==> src/rtl/axis_load_sequencer.sv <==
// Header-driven AXIS load sequencer: routes one payload burst to a one-hot DAC channel.
// Optional stall watchdog enabled by defining LOAD_TIMEOUT_EN.
module axis_load_sequencer #(
  parameter int unsigned NUM_CH         = 16,
  parameter int unsigned DATA_W         = 256,
  parameter int unsigned LEN_W          = 16,
  parameter int unsigned TIMEOUT_CYCLES = 4096
) (
  input  logic              pl_clk,
  input  logic              rst,
  input  logic [DATA_W-1:0] s_axis_tdata,
  input  logic              s_axis_tvalid,
  output logic              s_axis_tready,
  output logic [DATA_W-1:0] m_axis_tdata,
  output logic              m_axis_tvalid,
  input  logic              m_axis_tready,
  output logic [NUM_CH-1:0] channel_select,
  input  logic              abort,
  output logic              busy,
  output logic              load_done,
  output logic              load_err
);

  localparam logic [7:0] MAGIC = 8'hA5;

  typedef enum logic [1:0] {ST_IDLE, ST_LOAD, ST_DONE} state_e;

  state_e            state_q, state_d;
  logic [NUM_CH-1:0] sel_q, sel_d;
  logic [LEN_W-1:0]  remaining_q, remaining_d;
  logic              busy_q, busy_d;
  logic              done_q, done_d;
  logic              err_q, err_d;

  logic [7:0]        hdr_id;
  logic [LEN_W-1:0]  hdr_len;
  logic [7:0]        hdr_magic;
  logic              hdr_ok;
  logic              in_load;
  logic              beat_hs;
  logic              last_beat;
  logic              timeout;

  // Header field decode; only meaningful while idle.
  assign hdr_id    = s_axis_tdata[7:0];
  assign hdr_len   = s_axis_tdata[16 +: LEN_W];
  assign hdr_magic = s_axis_tdata[DATA_W-1 -: 8];
  assign hdr_ok    = (hdr_magic == MAGIC) && (32'(hdr_id) < NUM_CH) && (hdr_len != '0);

  assign in_load   = (state_q == ST_LOAD);
  assign beat_hs   = in_load && s_axis_tvalid && m_axis_tready;
  assign last_beat = beat_hs && (remaining_q == LEN_W'(1));

  // Zero-latency payload path, gated so headers never leak downstream.
  assign m_axis_tdata  = in_load ? s_axis_tdata : '0;
  assign m_axis_tvalid = in_load && s_axis_tvalid;
  assign s_axis_tready = (state_q == ST_IDLE) || (in_load && m_axis_tready);

`ifdef LOAD_TIMEOUT_EN
  localparam int unsigned STALL_W = $clog2(TIMEOUT_CYCLES + 1);

  logic [STALL_W-1:0] stall_q, stall_d;

  // Consecutive no-handshake cycles while loading.
  always_comb begin
    stall_d = '0;
    if (in_load && !beat_hs) begin
      stall_d = stall_q + STALL_W'(1);
    end
  end

  assign timeout = in_load && !beat_hs && (stall_d == STALL_W'(TIMEOUT_CYCLES));

  always_ff @(posedge pl_clk or negedge rst) begin
    if (!rst) begin
      stall_q <= '0;
    end else begin
      stall_q <= stall_d;
    end
  end
`else
  localparam int unsigned timeout_unused = TIMEOUT_CYCLES;

  assign timeout = 1'b0;
`endif

  // Next-state and registered-output logic; completion outranks abort/timeout.
  always_comb begin
    state_d     = state_q;
    sel_d       = sel_q;
    remaining_d = remaining_q;
    done_d      = 1'b0;
    err_d       = 1'b0;
    unique case (state_q)
      ST_IDLE: begin
        if (s_axis_tvalid) begin
          if (hdr_ok) begin
            state_d     = ST_LOAD;
            sel_d       = NUM_CH'(1) << hdr_id;
            remaining_d = hdr_len;
          end else begin
            err_d = 1'b1;
          end
        end
      end
      ST_LOAD: begin
        if (beat_hs) begin
          remaining_d = remaining_q - LEN_W'(1);
        end
        if (last_beat) begin
          state_d = ST_DONE;
          sel_d   = '0;
          done_d  = 1'b1;
        end else if (abort || timeout) begin
          state_d = ST_IDLE;
          sel_d   = '0;
          err_d   = 1'b1;
        end
      end
      ST_DONE: begin
        state_d = ST_IDLE;
      end
      default: begin
        state_d = ST_IDLE;
        sel_d   = '0;
      end
    endcase
    busy_d = (state_d != ST_IDLE);
  end

  always_ff @(posedge pl_clk or negedge rst) begin
    if (!rst) begin
      state_q     <= ST_IDLE;
      sel_q       <= '0;
      remaining_q <= '0;
      busy_q      <= 1'b0;
      done_q      <= 1'b0;
      err_q       <= 1'b0;
    end else begin
      state_q     <= state_d;
      sel_q       <= sel_d;
      remaining_q <= remaining_d;
      busy_q      <= busy_d;
      done_q      <= done_d;
      err_q       <= err_d;
    end
  end

  assign channel_select = sel_q;
  assign busy           = busy_q;
  assign load_done      = done_q;
  assign load_err       = err_q;

endmodule

==> config.mk <==
export PLATFORM = sky130hd
export DESIGN_NAME = axis_load_sequencer
export DESIGN_NICKNAME = d
export VERILOG_FILES = /design/src/rtl/axis_load_sequencer.sv
export SDC_FILE = /design/constraint.sdc
export NUM_CORES = 1
export LEC_CHECK = 0
export CAP_MARGIN = 20
export CORE_AREA = 8 8 202 204
export CTS_CLUSTER_SIZE = 40
export DETAILED_ROUTE_END_ITERATION = 7
export DIE_AREA = 0 0 210 212
export DONT_BUFFER_PORTS = 1
export PLACE_DENSITY_LB_ADDON = 0.05
export SYNTH_ARGS = -nofsm -noshare
export SYNTH_HDL_FRONTEND = slang
export SYNTH_SLANG_ARGS = --single-unit
==> constraint.sdc <==
create_clock -name pl_clk -period 2.6 [get_ports pl_clk]
set_input_delay 0.52 -clock pl_clk [delete_from_list [all_inputs] [get_ports pl_clk]]
set_output_delay 0.52 -clock pl_clk [all_outputs]
set_load 0.01 [all_outputs]
==> metrics.cfg <==
[status]
status=finished, final reports clean

[detailed_routing]
drt_wl_total_um=24700
dr.first_iter.drc_count=157
via_count=3778
met1_length_um=8240
dr.pass1.iters=4
wire_per_inst_um=24.0
viasPerCell=3.67
routed.top_layer=met4
drc_errors=0
ant_nets=0
wl_met2_um=13600
wl_met3_um=2360

[finish]
final_cells=1029
drive_gt1_frac=0.100
regArea_sq_um=926
nNetsFinal=771
fillers=4333
mostFrequentLayoutCells=and2_1 (257), dfrtp_1 (37), nor2_1 (26)
design_area_sq_um=4750
area_growth_pct=22.3
finalCoreUtilization=0.125
multi_input_area_sq_um=2790
final_common_cell=and2_1

[job]
max_cap_viol_count=0

[setup_path]
cp.required_ns=2.08
crit_path_end_kind=output port
crit_fanout=60
path_class=reg2out
start_kind=register
arrival_ns=1.88

[placement]
io_buffers=0
hpwl_um=21800
dp.cells=1018
post_dp_cell_area_sq_um=4540
gp_congestion=0.793
place_ws_ns=0.0185

[sta]
finalMaxSlewViolations=0
relSlewSlack=0.637
worstMarginPinSlew_ns=0.539
layout_min_cycle_time_ns=2.40
fin_skew_ns=0.00868
finalCritPeriodShare=0.925
hold_viol_final=0
whs_ns=0.0692
setup_tns_ns=0
max_freq_mhz=416
rsz0062_at_grt=false
finalWorstSetupSlack_ns=0.195
setup_viol=0

[clock_network]
root_buffer=clkbuf_16
clkLatencyLatePin_ns=0.29
cts_sinks=37
clk_pin_slew_ns=0.06
cts_tree=done
clock_path_buffers=2
ctsResizeCount=0
cts_buffers=5
cts_max_level=2

[synth]
synth_cells=524
ys_types=46
synth_area_leader_cell=and2_1
synth_enable_flop_cells=0
syn_area_sq_um=3880
yosys-top-cells-area=and2_1 (41%), dfrtp_1 (24%), mux2_2 (4.6%)
ys.warnings.count=0
async_flop_share=1.00
avgSynthCellArea_sq_um=7.40
synth-seq-cells=37
synth_nets=787
ys.flop_type=dfrtp_1
seq_area_frac_synth=0.239
netlist.area_leader.share=0.414

[power_and_ir_drop]
ir_drop_mv=0.189
switching_power_uw=322
pwr-share-comb=0.053
power.density_nw_per_um2=297
clkPwrFrac=0.533
internal_power_mw=1.09
total_power_mw=1.41
p_leak_nw=1.88
sequentialPowerShare=0.414
switching_share=0.228

[floorplan]
die_area_sq_um=44500
io_pins=538
std_cell_rows=72
start_util=0.102
core_sq_um=37900
die_w_um=210
die_h_um=212

[global_routing]
grt_pass1_wl_um=33600
grt_pass1_vias=4175
grt_max_degree=108
antenna_found_initial=5
overflow=0
track_usage=0.101

[hold_path]
hp-class=in2async

-- sequential cells by signal (all words and copies together), names as in the netlist --
name            flops
load_done           1
channel_select     16
busy                1
state_q             2
load_err            1
remaining_q        16
-- cell families (layout without fill, tap and decap cells) --
kind of cell,count (synthesis),after routing,synth area share
AND/OR/NAND/NOR,362,362,0.562
AO/OA/AOI/OAI,59,59,0.0971
buffers and inverters,47,32,0.0468
flip-flops,37,37,0.239
multiplexers,17,17,0.0490
adder cells (fa/ha/maj),2,2,0.00645
other,0,2,0
-- final cells by class --
type / instances / share of cell area
Antenna cell: 2 / 0.00105
Clock buffer: 7 / 0.0301
Clock inverter: 1 / 0.00633
Inverter: 8 / 0.00633
Multi-Input combinational cell: 440 / 0.587
Sequential cell: 37 / 0.195
Tap cell: 518 / 0.137
Timing Repair Buffer: 16 / 0.0374
-- worst paths after layout --
path / end / cells after the start / start / slack (ns)
worst max-delay path: m_axis_tdata[74] / 3 / state_q[0] / 0.20
worst min-delay path: channel_select[15] / 1 / rst / 0.07
worst max register to register: channel_select[5] / 6 / remaining_q[6] / 0.36
worst min register to register: remaining_q[14] / 1 / remaining_q[14] / 0.51
max in group asynchronous: remaining_q[1] / 1 / rst / 2.32
min in group pl_clk: remaining_q[6] / 2 / s_axis_tvalid / 0.38
-- worst max-delay path, cell delays in order (launching register included) --
cell and delay, ns:
dfrtp_1 0.52, nor2b_4 0.33, buf_4 0.44, and2_1 0.28
-- power by group through the flow --
| stage | Sequential (mW) | Combinational (mW) | Clock, mW |
|---|---|---|---|
| global route | 0.585 | 0.0834 | 0.801 |
| floorplan | 0.594 | 0.0402 | 0 |
| global placement | 0.596 | 0.0589 | 0 |
| finish | 0.585 | 0.0743 | 0.752 |
| detailed placement | 0.596 | 0.0577 | 0 |
| CTS | 0.585 | 0.0777 | 0.782 |
-- Yosys cell counts (all sizes together), types with 2 or more instances --
cell type    n
or4b         2
nand2       18
nor2b        2
o21ai       13
a31oi       10
nand2b       5
o31ai        4
nor2        27
nand4b       2
nor4         8
buf          2
o21a         2
a21oi       17
o22ai        3
nand3       14
dfrtp       37
or3b         2
and2       257
inv          8
o32ai        2
ha           2
clkbuf      37
nor3        18
mux2        16
nand3b       2
-- per-layer routing --
metal	vias up	GRT usage
met5	-	0
met4	0	0.0323
met3	22	0.0329
met2	316	0.202
met1	1753	0.0969
li1	1687	-
-- what timing repair did --
item,CTS,global route
hold buffers,1,0
hold endpoints to repair,37,0
setup endpoints to repair,0,0
setup buffers,0,0
Power figures use the tool's default switching activity.
